[config.mk]
export PLATFORM = sky130hd
export DESIGN_NAME = fifo_drain_ctrl
export DESIGN_NICKNAME = d
export VERILOG_FILES = /design/src/rtl/fifo_drain_pkg.sv /design/src/rtl/fifo_drain_skid.sv /design/src/rtl/fifo_drain_ctrl.sv
export SDC_FILE = /design/constraint.sdc
export NUM_CORES = 1
export LEC_CHECK = 0
export ABC_AREA = 1
export BUFFER_PORTS_ARGS = -buffer_cell sky130_fd_sc_hd__clkbuf_2
export CORE_MARGIN = 2
export CORE_UTILIZATION = 58
export CTS_CLUSTER_SIZE = 30
export DETAILED_ROUTE_END_ITERATION = 6
export PLACE_DENSITY = 0.93
export SLEW_MARGIN = 5
export SYNTH_ARGS = -nofsm -noshare
export SYNTH_HDL_FRONTEND = slang
export SYNTH_SLANG_ARGS = --single-unit
export TNS_END_PERCENT = 10
[constraint.sdc]
create_clock -name read_clk -period 7.8 [get_ports read_clk]
set_input_delay 1.56 -clock read_clk [delete_from_list [all_inputs] [get_ports read_clk]]
set_output_delay 1.56 -clock read_clk [all_outputs]
set_load 0.05 [all_outputs]
[src/rtl/fifo_drain_pkg.sv]
// Shared types for the FIFO read-side drain controller.
// Holds the FSM state encoding and the minimum skid depth.
package fifo_drain_pkg;

  typedef enum logic [1:0] {
    IDLE,
    RUN,
    DRAIN,
    DONE
  } drain_state_t;

  localparam int MIN_SKID = 2;

endpackage

[src/rtl/fifo_drain_skid.sv]
// Small synchronous output FIFO between the FIFO read port and the stream.
// Head is read straight from storage registers; push and pop may coincide.
module fifo_drain_skid
  import fifo_drain_pkg::*;
#(
  parameter int DATA_W = 8,
  parameter int DEPTH  = MIN_SKID,
  parameter int OCC_W  = $clog2(DEPTH + 1)
) (
  input  logic              clk_i,
  input  logic              reset_i,
  input  logic              push_i,
  input  logic [DATA_W-1:0] data_i,
  input  logic              pop_i,
  output logic [OCC_W-1:0]  occ_o,
  output logic [DATA_W-1:0] head_o
);

  localparam int PW = (DEPTH > 1) ? $clog2(DEPTH) : 1;

  logic [DATA_W-1:0] mem_q [DEPTH];
  logic [PW-1:0]     wr_ptr_q;
  logic [PW-1:0]     rd_ptr_q;
  logic [OCC_W-1:0]  occ_q;
  logic              do_push;
  logic              do_pop;

  function automatic logic [PW-1:0] ptr_inc(
    input logic [PW-1:0] p
  );
    if (p == PW'(DEPTH - 1)) begin
      return '0;
    end
    return p + PW'(1);
  endfunction

  assign do_pop  = pop_i && (occ_q != '0);
  // A push into a full buffer is legal only when the head leaves this cycle.
  assign do_push = push_i &&
                   ((occ_q != OCC_W'(DEPTH)) || do_pop);

  always_ff @(posedge clk_i) begin
    if (reset_i) begin
      for (int i = 0; i < DEPTH; i++) begin
        mem_q[i] <= '0;
      end
      wr_ptr_q <= '0;
      rd_ptr_q <= '0;
      occ_q    <= '0;
    end else begin
      if (do_push) begin
        mem_q[wr_ptr_q] <= data_i;
        wr_ptr_q        <= ptr_inc(wr_ptr_q);
      end
      if (do_pop) begin
        rd_ptr_q <= ptr_inc(rd_ptr_q);
      end
      case ({do_push, do_pop})
        2'b10:   occ_q <= occ_q + OCC_W'(1);
        2'b01:   occ_q <= occ_q - OCC_W'(1);
        default: occ_q <= occ_q;
      endcase
    end
  end

  assign occ_o  = occ_q;
  assign head_o = mem_q[rd_ptr_q];

endmodule

[src/rtl/fifo_drain_ctrl.sv]
// Read-side drain controller: issues FIFO reads for a commanded length
// and presents the words as a valid/ready stream with last and done.
module fifo_drain_ctrl
  import fifo_drain_pkg::*;
#(
  parameter int DATA_W     = 8,
  parameter int LEN_W      = 4,
  parameter int SKID_DEPTH = 2
) (
  input  logic              read_clk,
  input  logic              reset,
  input  logic              start,
  input  logic [LEN_W-1:0]  xfer_len,
  input  logic              fifo_empty,
  output logic              fifo_rd_en,
  input  logic [DATA_W-1:0] fifo_data,
  output logic              out_valid,
  input  logic              out_ready,
  output logic [DATA_W-1:0] out_data,
  output logic              out_last,
  output logic              busy,
  output logic              done,
  output logic [LEN_W-1:0]  words_left
);

  localparam int DEPTH =
    (SKID_DEPTH < MIN_SKID) ? MIN_SKID : SKID_DEPTH;
  localparam int OCC_W = $clog2(DEPTH + 1);

  drain_state_t     state_q;
  logic [LEN_W-1:0] len_q;
  logic [LEN_W-1:0] issued_q;
  logic [LEN_W-1:0] words_left_q;
  logic             inflight_q;

  logic [OCC_W-1:0] occ;
  logic             pop;

  fifo_drain_skid #(
    .DATA_W (DATA_W),
    .DEPTH  (DEPTH),
    .OCC_W  (OCC_W)
  ) u_skid (
    .clk_i   (read_clk),
    .reset_i (reset),
    .push_i  (inflight_q),
    .data_i  (fifo_data),
    .pop_i   (pop),
    .occ_o   (occ),
    .head_o  (out_data)
  );

  assign out_valid = (occ != '0);
  assign pop       = out_valid && out_ready;
  assign out_last  = out_valid && (words_left_q == LEN_W'(1));
  assign busy      = (state_q != IDLE);
  assign done      = (state_q == DONE);
  assign words_left = words_left_q;

  // Reserve a skid slot for every read still in flight.
  always_comb begin
    fifo_rd_en = 1'b0;
    if ((state_q == RUN) && !fifo_empty &&
        (issued_q < len_q) &&
        ((int'(occ) + int'(inflight_q) - int'(pop)) < DEPTH)) begin
      fifo_rd_en = 1'b1;
    end
  end

  always_ff @(posedge read_clk) begin
    if (reset) begin
      state_q      <= IDLE;
      len_q        <= '0;
      issued_q     <= '0;
      words_left_q <= '0;
      inflight_q   <= 1'b0;
    end else begin
      inflight_q <= fifo_rd_en;
      if (pop) begin
        words_left_q <= words_left_q - LEN_W'(1);
      end
      unique case (state_q)
        IDLE: begin
          if (start) begin
            len_q        <= xfer_len;
            issued_q     <= '0;
            words_left_q <= xfer_len;
            state_q      <= (xfer_len == '0) ? DONE : RUN;
          end
        end
        RUN: begin
          if (fifo_rd_en) begin
            issued_q <= issued_q + LEN_W'(1);
          end
          if ((issued_q + LEN_W'(fifo_rd_en)) == len_q) begin
            state_q <= DRAIN;
          end
        end
        DRAIN: begin
          if (pop && (words_left_q == LEN_W'(1))) begin
            state_q <= DONE;
          end
        end
        DONE: begin
          state_q <= IDLE;
        end
        default: begin
          state_q <= IDLE;
        end
      endcase
    end
  end

endmodule

==> results.md, run 1 <==
- Quantity of hold-fixing buffers added after cts: 0
- WHS: between 0.4 and 0.5 ns
- Ratio of final minimum period to clock period: 0.600
- Final hold vios: 0
- RSZ-0062 raised after global routing: false
- GP Congestion: about 0.85
- Initial antenna violation count: 0
- FF-to-FF path depth: 21
- R2r endpoint: state_q[1]$_SDFFE_PP0P_
- Initial drt markers: 63
- Setup tns final: 0 ns
- Status: finished clean
- Share of layout cells above drive strength 1: 0.209
- Clk_lat worst skew: about 0.34 ns
- Grt met3 use: 0.0577
- Relative slew slack: 0.711
- Largest net degree at the start of global routing: 13
- DIE AREA: 0.00394 sq mm
- Vias/cell: 5.21
- Seq/Total Area, Yosys: 0.439
- CTS sink cnt: 36
- Crit path to: fifo_rd_en
- Final instance area: approximately 0.0023 sq mm
- Antenna-violating nets left: 0
- Diodes inserted: 0
- Met1 global-route usage: 0.246
- H-tree depth: 2
- Most Used Layer, Global Route: met2
- DP Area: around 0.0022 sq mm
- Max Fclk: 0.214 GHz
- Tmin final: 4.68 ns
- Critical Path AT: 3.12 ns
- Commonest non-fill, non-tap cell in the layout: nand2_1
- GR Util met2: 0.382
- Die height: between 60 and 70 um
- Postcts setup bufs: 0
- Nets: around 320
- Rows: 21
- DPL Wire Length: ~3000 um
- Pwr dens: roughly 270 mW/mm^2
- Worst r2r src: u_skid.occ_o[1]$_SDFFE_PP0P_
- Number of cells on the worst hold path: 1
- Commonest non-fill, non-tap cells in the layout: nand2_1 (57), inv_1 (38), clkbuf_2 (33)
- Post-Syn Nets: between 200 and 300
- P_leak: between 1 and 1.5 nW
- Routed WL per cell: about 12 um
- Yosys warnings: 0
- WP data required: 6.24 ns
- TritonCTS clock tree: built
- Netlist cell types: 25
- I/O pin total: 34
- Total Routing Usage GR: 0.219
- Number of setup violations in the final report: 0
- First-pass GRT wire length: approximately 6600 um
- Final Max Tran Viols: 0
- Worst IR Drop VDD: around 190 uV
- CTS Buffer Depth: 2
- Clk root buf: clkbuf_4
- Vias in the first global route: between 1,500 and 2,000
- Area growth from synthesis to layout: 14.5%
- Die extent in x: 62.8 um
- Tot Pwr: 0.631 mW
- Port Buffers: 33
- First-pass iteration count of the detailed router: 4
- Type of the most critical hold path: reg -> reg
- Crit path kind: in -> out
- DRC viols: 0
- Final Skew: approximately 0.0079 ns
- Dpl cells: about 330
- GR Overflow Total: 0
- Register bit total from synthesis: 36
- Element type at the critical path start: input port
- Num CTS Buffers: 5
- R2R Setup Slk: 4.76 ns
- MaxCap Viol Count: 0
- Clock transition at the registers of the reported paths: 0.11 ns
- Crit. End Element: output pin
- Crit-path max FO: 5
- Starting Density: 0.601
- CP startpoint: out_ready
- Vias: approximately 1,700
- Final wirelength: 4000 um
- Mapped Area: about 0.0020 sq mm
- Syn Area/Cell: 8.05 sq um
- Core footprint: 0.00334 sq mm
- Finished Layout Cells: between 300 and 400
- Worst Tran Pin Value: about 0.43 ns
- Syn Inst Count: about 250
- Post-CTS sizing: 0
==> state kept, by name, summed over array words and instances, names as in the netlist, named ones only <==
register         count
u_skid.rd_ptr_q      1
issued_q             4
len_q                4
u_skid.wr_ptr_q      1
u_skid.occ_o         2
u_skid.mem_q        16
state_q              2
words_left           4
inflight_q           1
==> routing by layer <==
layer  wire length (um)  vias up  part of all wire
met5                  0        -                 0
met4                 80        0             0.020
met3                224        8             0.056
met2               2070       60              0.52
met1               1620      795              0.41
li1                   -      873                 -
==> cells by family after synthesis <==
group,synth area share
simple gates,0.234
buf+inv,0.0849
flops,0.439
compound gates,0.0818
fa+ha+maj,0.0974
mux,0.0449
xor+xnor,0.0175
==> area by class of cell <==
class	instances	area [sq um]
well taps	46	57.6
clock inverters	3	42.5
clock buffers	5	37.5
inverters	42	158
fillers	262	1040
multi-input cells	168	953
flip-flops and latches	36	881
repair buffers	33	165
==> worst max-delay path: stages <==
cell	delay [ns]
clkbuf_2	0.12
nand2_4	0.07
nand2_1	0.06
o211ai_1	0.11
fa_1	0.52
inv_1	0.05
nor2_2	0.10
nand4_2	0.15
inv_1	0.11
clkbuf_2	0.28
==> worst min-delay path by stage <==
stage / start / end
3_3_place_gp: u_skid.rd_ptr_q$_SDFFE_PP0P_ / u_skid.rd_ptr_q$_SDFFE_PP0P_
5_1_grt: u_skid.rd_ptr_q$_SDFFE_PP0P_ / flip-flop
6_report: u_skid.rd_ptr_q$_SDFFE_PP0P_ / flip-flop
4_1_cts: u_skid.rd_ptr_q$_SDFFE_PP0P_ / flip-flop
3_5_place_dp: u_skid.rd_ptr_q$_SDFFE_PP0P_ / flip-flop
2_1_floorplan: u_skid.rd_ptr_q$_SDFFE_PP0P_ / flip-flop
==> through the flow <==
| stage | setup WS [ns] | util |
|---|---|---|
| final | 3.12 | 0.688 |
| after global routing | 3.00 | 0.688 |
| after CTS | 3.10 | 0.688 |
| after detailed placement | 3.11 | 0.664 |
| after global placement | 3.15 | 0.664 |
| after floorplan | 3.35 | - |
==> Yosys cell counts (all sizes together) <==
library cell | number | area (sq um)
clkbuf | 2 | 7.51
o211ai | 2 | 15.0
a21oi | 22 | 110
nand3 | 16 | 85.1
buf | 1 | 5.00
nand4 | 3 | 25.0
edfxtp | 16 | 480
xnor2 | 1 | 8.76
nor2 | 30 | 115
o21ai | 7 | 38.8
or2 | 1 | 6.26
xor2 | 3 | 26.3
ha | 14 | 175
inv | 42 | 158
fa | 1 | 20.0
dfxtp | 20 | 400
nand2 | 60 | 238
mux2 | 8 | 90.1
==> power breakdown <==
group | switching, mW | internal, mW
clock network | 0.0650 | 0.0668
logic | 0.176 | 0.0801
registers | 0.0219 | 0.221
total | 0.263 | 0.368
Note: power is estimated with default switching activity, not from simulation.
==> inputs of run 2 (changes only) <==
--- a/config.mk
+++ b/config.mk
@@ -5,13 +5,13 @@
 export SDC_FILE = /design/constraint.sdc
 export NUM_CORES = 1
 export LEC_CHECK = 0
-export ABC_AREA = 1
+export ABC_AREA = 0
 export BUFFER_PORTS_ARGS = -buffer_cell sky130_fd_sc_hd__clkbuf_2
 export CORE_MARGIN = 2
-export CORE_UTILIZATION = 58
+export CORE_UTILIZATION = 50
 export CTS_CLUSTER_SIZE = 30
 export DETAILED_ROUTE_END_ITERATION = 6
-export PLACE_DENSITY = 0.93
+export PLACE_DENSITY = 0.86
 export SLEW_MARGIN = 5
 export SYNTH_ARGS = -nofsm -noshare
 export SYNTH_HDL_FRONTEND = slang
==> constraint.sdc (replaced) <==
create_clock -name read_clk -period 4 [get_ports read_clk]
set_input_delay 0.8 -clock read_clk [delete_from_list [all_inputs] [get_ports read_clk]]
set_output_delay 0.8 -clock read_clk [all_outputs]
set_load 0.05 [all_outputs]
==> results.md, run 2 <==
- Status: finished clean (unchanged)
- Register bit total from synthesis: 36 (unchanged)
- Yosys warnings: 0 (unchanged)
- DIE AREA: 0.00440 sq mm (was 0.00394 sq mm)
- DRC viols: 0 (unchanged)
- Die height: 66.3 um (was 62.8 um)
- Syn Area/Cell: 10.1 sq um (was 8.05 sq um)
- Top cells by count, synth: dfxtp_1 (20), nand2_1 (18), and2_1 (17) (was nand2_1 (57), inv_1 (38), nor2_1 (29))
- Critical-path cell list: clkbuf_2, inv_1, nor2_1, o21ai_0, fa_1, nor4bb_1, o211ai_1, inv_1, ha_1, ha_1, xor2_1, o41ai_4, a21oi_1, a311oi_1 (was clkbuf_2, nand2_4, nand2_1, o211ai_1, fa_1, inv_1, nor2_2, nand4_2, inv_1, clkbuf_2)
- Top-area cell type share of the netlist area: 0.247 (was 0.240)
- First-pass iteration count of the detailed router: 4 (unchanged)
- Final wirelength: 3680 um (was 4000 um)
- Clock transition at the registers of the reported paths: 0.07 ns (was 0.11 ns)
- TritonCTS clock tree: built (unchanged)
- RSZ-0062 raised after global routing: false (unchanged)
- Worst IR Drop VDD: 410 uV (was 191 uV)
- Clk_lat worst skew: 0.29 ns (was 0.34 ns)
- MaxCap Viol Count: 0 (unchanged)
- CTS Buffer Depth: 2 (unchanged)
- Netlist cell types: 37 (was 25)
- Share of layout cells above drive strength 1: 0.231 (was 0.209)
- Vias: 1,437 (was 1,736)
- H-tree depth: 2 (unchanged)
- Postcts setup bufs: 0 (unchanged)
- Num CTS Buffers: 5 (unchanged)
- Worst Tran Pin Value: 0.809 ns (was 0.433 ns)
- Core footprint: 0.00369 sq mm (was 0.00334 sq mm)
- Initial antenna violation count: 0 (unchanged)
- Nets: 260 (was 318)
- Seq/Total Area, Yosys: 0.454 (was 0.439)
- Synth Flop Type: dfxtp_1 (unchanged)
- Antenna-violating nets left: 0 (unchanged)
- WP buf/inv: 3 (was 4)
- Element type at the critical path start: input port (unchanged)
- Vias/cell: 5.19 (was 5.21)
- Post-CTS sizing: 0 (unchanged)
- Ratio of final minimum period to clock period: 0.856
- Commonest non-fill, non-tap cell in the layout: clkbuf_2 (was nand2_1)
- Post-Syn Nets: 224 (was 281)
- Initial drt markers: 85 (was 63)
- Worst path slowest cell: fa_1 (unchanged)
- Hold_sp: len_q[1]$_SDFFE_PP0P_ (was u_skid.rd_ptr_q$_SDFFE_PP0P_)
- Worst r2r src: u_skid.occ_o[1]$_SDFFE_PP0P_ (unchanged)
- WHS: 0.497 ns (was 0.491 ns)
- Number of setup violations in the final report: 0 (unchanged)
- Critical Path AT: 3.62 ns (was 3.12 ns)
- Max Fclk: approximately 0.29 GHz
- Total Routing Usage GR: 0.196 (was 0.219)
- Async set-reset flop share out of synthesis: 0 (unchanged)
- Largest net degree at the start of global routing: 26 (was 13)
- Relative slew slack: 0.459 (was 0.711)
- WP data required: 4.20 ns (was 6.24 ns)
- Diodes inserted: 0 (unchanged)
- Setup tns final: 0 ns (unchanged)
- Quantity of hold-fixing buffers added after cts: 0 (unchanged)
- Starting Density: 0.526 (was 0.601)
- DPL Wire Length: 2750 um (was 3020 um)
- Port Buffers: 33 (unchanged)
- Commonest non-fill, non-tap cells in the layout: clkbuf_2 (33), dfxtp_1 (20), nand2_1 (18) (was nand2_1 (57), inv_1 (38), clkbuf_2 (33))
- Final Max Tran Viols: 0 (unchanged)
- GR Overflow Total: 0 (unchanged)
- First-pass GRT wire length: 6360 um (was 6640 um)
- Dpl cells: 269 (was 325)
- Cell family with most CP delay: compound AO/OA/AOI/OAI gates (was buffers and inverters)
- CTS sink cnt: 36 (unchanged)
- Final Skew: 0.00244 ns (was 0.00788 ns)
- Rows: 22 (was 21)
- Area growth from synthesis to layout: 15.3% (was 14.5%)
- P_leak: 0.967 nW (was 1.13 nW)
- Most frequent cell after synthesis: dfxtp_1 (was nand2_1)
- Max reg flops: 16 (unchanged)
- Type of the most critical hold path: reg -> reg (unchanged)
- Final hold vios: 0 (unchanged)
- Mapped Area: 0.00194 sq mm (was 0.00200 sq mm)
- Clk root buf: clkbuf_8 (was clkbuf_4)
- Routed WL per cell: 13.3 um (was 12.0 um)
- I/O pin total: 34 (unchanged)
- Syn Inst Count: 192 (was 249)
- Yosys top cell by area: edfxtp_1 (unchanged)
- Post-synth EDFFs: 16 (unchanged)
- CP startpoint: out_ready (unchanged)
- Tmin final: roughly 3.4 ns
- Crit path kind: in -> reg (was in -> out)
- Finished Layout Cells: 277 (was 333)
- Die extent in x: 66.3 um (was 62.8 um)
- Top post-synthesis cells by area: edfxtp_1 (25%), dfxtp_1 (21%), ha_1 (9.0%) (was edfxtp_1 (24%), dfxtp_1 (20%), nand2_1 (11%))
- Biggest register: u_skid.mem_q (unchanged)
- Pwr dens: 510 mW/mm^2 (was 275 mW/mm^2)
- Crit-path max FO: 4 (was 5)
- CP max stage delay: 0.52 ns (about the same)
- Crit. End Element: flip-flop (was output pin)
- GP Congestion: 0.854 (was 0.850)
- Vias in the first global route: 1,403 (was 1,613)
## run 2: cell types whose count changed after synthesis, moves of 3 or more
| cell | change |
|---|---|
| a211oi_1 | +3 |
| a21oi_1 | -8 |
| and2_1 | +17 |
| inv_1 | -27 |
| inv_2 | -4 |
| mux2i_1 | +4 |
| nand2_1 | -39 |
| nand3_1 | -13 |
| nor2_1 | -16 |
| or3_1 | +4 |
| xnor2_1 | +4 |
| xor2_1 | +5 |
## run 2: logic make-up after synthesis
family,Yosys count,synth area share
AOI/OAI and AO/OA,31,0.104
xor gates and xnor gates,13,0.0586
adders and majority gates,15,0.101
buffers and inverters,16,0.0316
DFF,36,0.454
muxes,12,0.0670
and+or+nand+nor,69,0.184
## run 2: tightest hold or removal path: cells and delay by family, from the launching register on
| kind | cells | cell delay, ns |
|---|---|---|
| compound gates | 1 | 0.05 |
| flops | 1 | 0.34 |
| simple gates | 1 | 0.06 |
## run 2: layer usage
metal / global-route usage / wire [um] / vias to the layer above
met3: 0.0409 / 157 / 9
li1: - / - / 736
met4: 0.112 / 97 / 0
met1: 0.244 / 1690 / 662
met5: 0 / 0 / -
met2: 0.315 / 1740 / 30
## run 2: through the flow
stage | utilization | worst slack (ns) | total power [mW] | cell area, sq um
after global placement | 0.584 | 0.413 | 0.888 | 2150
after global routing | 0.607 | 0.275 | 1.21 | 2240
after floorplan | - | 0.135 | 0.807 | 1940
after detailed placement | 0.584 | 0.277 | 0.899 | 2150
final | 0.607 | 0.577 | 1.14 | 2240
after CTS | 0.607 | 0.579 | 1.15 | 2240
## run 2: cell type report
cell class	instances	area (sq um)
fillers	315	1450
inverters	11	41.3
repair buffers	34	173
clock inverters	2	11.3
flip-flops and latches	36	881
well taps	48	60.1
multi-input cells	140	1000
clock buffers	6	72.6
## run 2: power breakdown
| group | leakage [nW] | switching, mW | internal [mW] |
|---|---|---|---|
| logic | 0.600 | 0.276 | 0.143 |
| clock network | 0.0388 | 0.128 | 0.121 |
| registers | 0.328 | 0.0457 | 0.428 |
| total | 0.967 | 0.450 | 0.693 |
## run 2: path summary, 6_finish.rpt
check | end | depth (start not counted) | slack [ns]
worst max-delay path | state_q[1]$_SDFFE_PP0P_ | 14 | 0.58
worst max register to register | state_q[1]$_SDFFE_PP0P_ | 13 | 0.66
worst min-delay path | len_q[1]$_SDFFE_PP0P_ | 2 | 0.50
worst min register to register | len_q[1]$_SDFFE_PP0P_ | 2 | 0.50
==> inputs of run 3 (changes only) <==
--- a/config.mk
+++ b/config.mk
@@ -7,7 +7,7 @@
 export LEC_CHECK = 0
 export ABC_AREA = 0
 export BUFFER_PORTS_ARGS = -buffer_cell sky130_fd_sc_hd__clkbuf_2
-export CORE_MARGIN = 2
+export CORE_MARGIN = 1.5
 export CORE_UTILIZATION = 50
 export CTS_CLUSTER_SIZE = 30
 export DETAILED_ROUTE_END_ITERATION = 6
==> results.md, run 3 (synthesis results as in run 2) <==
- CP max stage delay: 0.51 ns (was 0.52 ns)
- Type of the most critical hold path: reg -> reg (unchanged)
- Clk root buf: clkbuf_8 (unchanged)
- Rows: 22 (unchanged)
- Util after Layout: 0.607 (unchanged)
- CTS sink cnt: 36 (unchanged)
- Initial drt markers: 59 (was 85)
- Setup tns final: 0 ns (unchanged)
- Area growth from synthesis to layout: 15.3% (unchanged)
- RSZ-0062 raised after global routing: false (unchanged)
- Clk_lat worst skew: 0.29 ns (about the same)
- Num CTS Buffers: 5 (unchanged)
- Worst IR Drop VDD: 388 uV (was 410 uV)
- TritonCTS clock tree: built (unchanged)
- Number of cells on the worst hold path: 2 (unchanged)
- First-pass GRT wire length: 6380 um (was 6360 um)
- Tmin final: 3.48 ns (was 3.42 ns)
- Crit. End Element: flip-flop (unchanged)
- Vias in the first global route: 1,400 (was 1,403)
- Biggest register: u_skid.mem_q (unchanged)
- Final hold vios: 0 (unchanged)
- DRC viols: 0 (unchanged)
- P_leak: 0.967 nW (unchanged)
- Postcts setup bufs: 0 (unchanged)
- Pwr dens: 512 mW/mm^2 (was 510 mW/mm^2)
- Nets: 260 (unchanged)
- Worst path slowest cell: fa_1 (unchanged)
- Final wirelength: 3850 um (was 3680 um)
- Critical-path cell list: clkbuf_2, inv_1, nor2_1, o21ai_0, fa_1, nor4bb_1, o211ai_1, inv_1, ha_1, ha_1, xor2_1, o41ai_4, a21oi_1, a311oi_1 (unchanged)
- R2r endpoint: state_q[1]$_SDFFE_PP0P_ (unchanged)
- Max reg flops: 16 (unchanged)
- Cell family with most CP delay: compound AO/OA/AOI/OAI gates (unchanged)
- Crit-path max FO: 4 (unchanged)
- WP buf/inv: 3 (unchanged)
- CTS Buffer Depth: 2 (unchanged)
- Die height: 65.3 um (was 66.3 um)
- Commonest non-fill, non-tap cells in the layout: clkbuf_2 (33), dfxtp_1 (20), nand2_1 (18) (unchanged)
- Port Buffers: 33 (unchanged)
- Max Fclk: 0.287 GHz (was 0.292 GHz)
- Vias: 1,478 (was 1,437)
- Relative slew slack: 0.454 (was 0.459)
- DPL Wire Length: 2830 um (was 2750 um)
- Worst Tran Pin Value: 0.813 ns (was 0.809 ns)
- FF-to-FF path depth: 13 (unchanged)
- Largest net degree at the start of global routing: 26 (unchanged)
- Finished Layout Cells: 277 (unchanged)
- Clock transition at the registers of the reported paths: 0.07 ns (about the same)
- Element type at the critical path start: input port (unchanged)
- Diodes inserted: 0 (unchanged)
- Antenna-violating nets left: 0 (unchanged)
- Crit path kind: in -> reg (unchanged)
- Worst slack, placed: 0.246 ns (was 0.277 ns)
- Hold_sp: len_q[0]$_SDFFE_PP0P_ (was len_q[1]$_SDFFE_PP0P_)
- Share of layout cells above drive strength 1: 0.231 (unchanged)
- GR Overflow Total: 0 (unchanged)
- Number of setup violations in the final report: 0 (unchanged)
- DIE AREA: 0.00427 sq mm (was 0.00440 sq mm)
- Fill cells: 320 (was 315)
- First-pass iteration count of the detailed router: 4 (unchanged)
- Total Routing Usage GR: 0.206 (was 0.196)
- Final Max Tran Viols: 0 (unchanged)
- Quantity of hold-fixing buffers added after cts: 0 (unchanged)
- Initial antenna violation count: 0 (unchanged)
- WP data required: 4.20 ns (about the same)
- Worst Hold End: len_q[0]$_SDFFE_PP0P_ (was len_q[1]$_SDFFE_PP0P_)
- GP Congestion: 0.821 (was 0.854)
- Core footprint: 0.00369 sq mm (unchanged)
- Starting Density: 0.526 (unchanged)
- Critical Path AT: 3.68 ns (was 3.62 ns)
- Final Skew: 0.00437 ns (was 0.00244 ns)
- Worst r2r src: u_skid.occ_o[1]$_SDFFE_PP0P_ (unchanged)
- Tot Pwr: 1.15 mW (was 1.14 mW)
- R2R Setup Slk: 0.60 ns (was 0.66 ns)
- I/O pin total: 34 (unchanged)
- Die extent in x: 65.3 um (was 66.3 um)
- PnR worst setup slack: 0.518 ns (was 0.577 ns)
- Routed WL per cell: 13.9 um (was 13.3 um)
- H-tree depth: 2 (unchanged)
- Ratio of final minimum period to clock period: 0.870 (was 0.856)
- Commonest non-fill, non-tap cell in the layout: clkbuf_2 (unchanged)
- MaxCap Viol Count: 0 (unchanged)
- Post-CTS sizing: 0 (unchanged)
- Vias/cell: 5.34 (was 5.19)
- Dpl cells: 269 (unchanged)
- Status: finished clean (unchanged)
## run 3: cell counts in the layout (fill, tap and decap cells not counted)
No cell type changed its count.
## run 3: how the worst max path moves through the flow
| stage | from | to | slack [ns] | depth (start not counted) |
|---|---|---|---|---|
| floorplan | out_ready | state_q[1]$_SDFFE_PP0P_ | 0.14 | 13 |
| global placement | out_ready | state_q[1]$_SDFFE_PP0P_ | 0.41 | 14 |
| detailed placement | out_ready | state_q[1]$_SDFFE_PP0P_ | 0.25 | 14 |
| CTS | out_ready | state_q[1]$_SDFFE_PP0P_ | 0.56 | 14 |
| global route | out_ready | state_q[1]$_SDFFE_PP0P_ | 0.27 | 14 |
| finish | out_ready | state_q[1]$_SDFFE_PP0P_ | 0.52 | 14 |
## run 3: routing by layer
metal  vias to the layer above  part of all wire  track usage
li1                        738                 -            -
met1                       682              0.44        0.236
met2                        40              0.49        0.342
met3                        18             0.042       0.0582
met4                         0             0.030        0.120
met5                         -                 0            0
## run 3: area by class of cell
type | instances | area (sq um) | area share
sequential | 36 | 881 | 0.394
clock buffer | 6 | 72.6 | 0.0324
inverter | 11 | 41.3 | 0.0184
multi-input combinational | 140 | 1000 | 0.447
clock inverter | 2 | 11.3 | 0.00503
tap | 48 | 60.1 | 0.0268
timing repair buffer | 34 | 173 | 0.0771
## run 3: tightest hold or removal path: cells and delay by family (launching register included)
kind               cells  cell delay [ns]
DFF                    1             0.33
AOI/OAI and AO/OA      1             0.05
and+or+nand+nor        1             0.06
## run 3: where the power goes
part	leakage [nW]	total (mW)	internal [mW]	switching, mW
logic	0.600	0.426	0.145	0.281
registers	0.328	0.474	0.429	0.0457
clock network	0.0388	0.246	0.121	0.125
total	0.967	1.15	0.694	0.452
## run 3: stage by stage
stage / instance area (sq um) / hold WS, ns
after global routing: 2240 / 0.504
after CTS: 2240 / 0.485
after global placement: 2150 / 0.475
final: 2240 / 0.485
after floorplan: 1940 / 0.461
after detailed placement: 2150 / 0.476
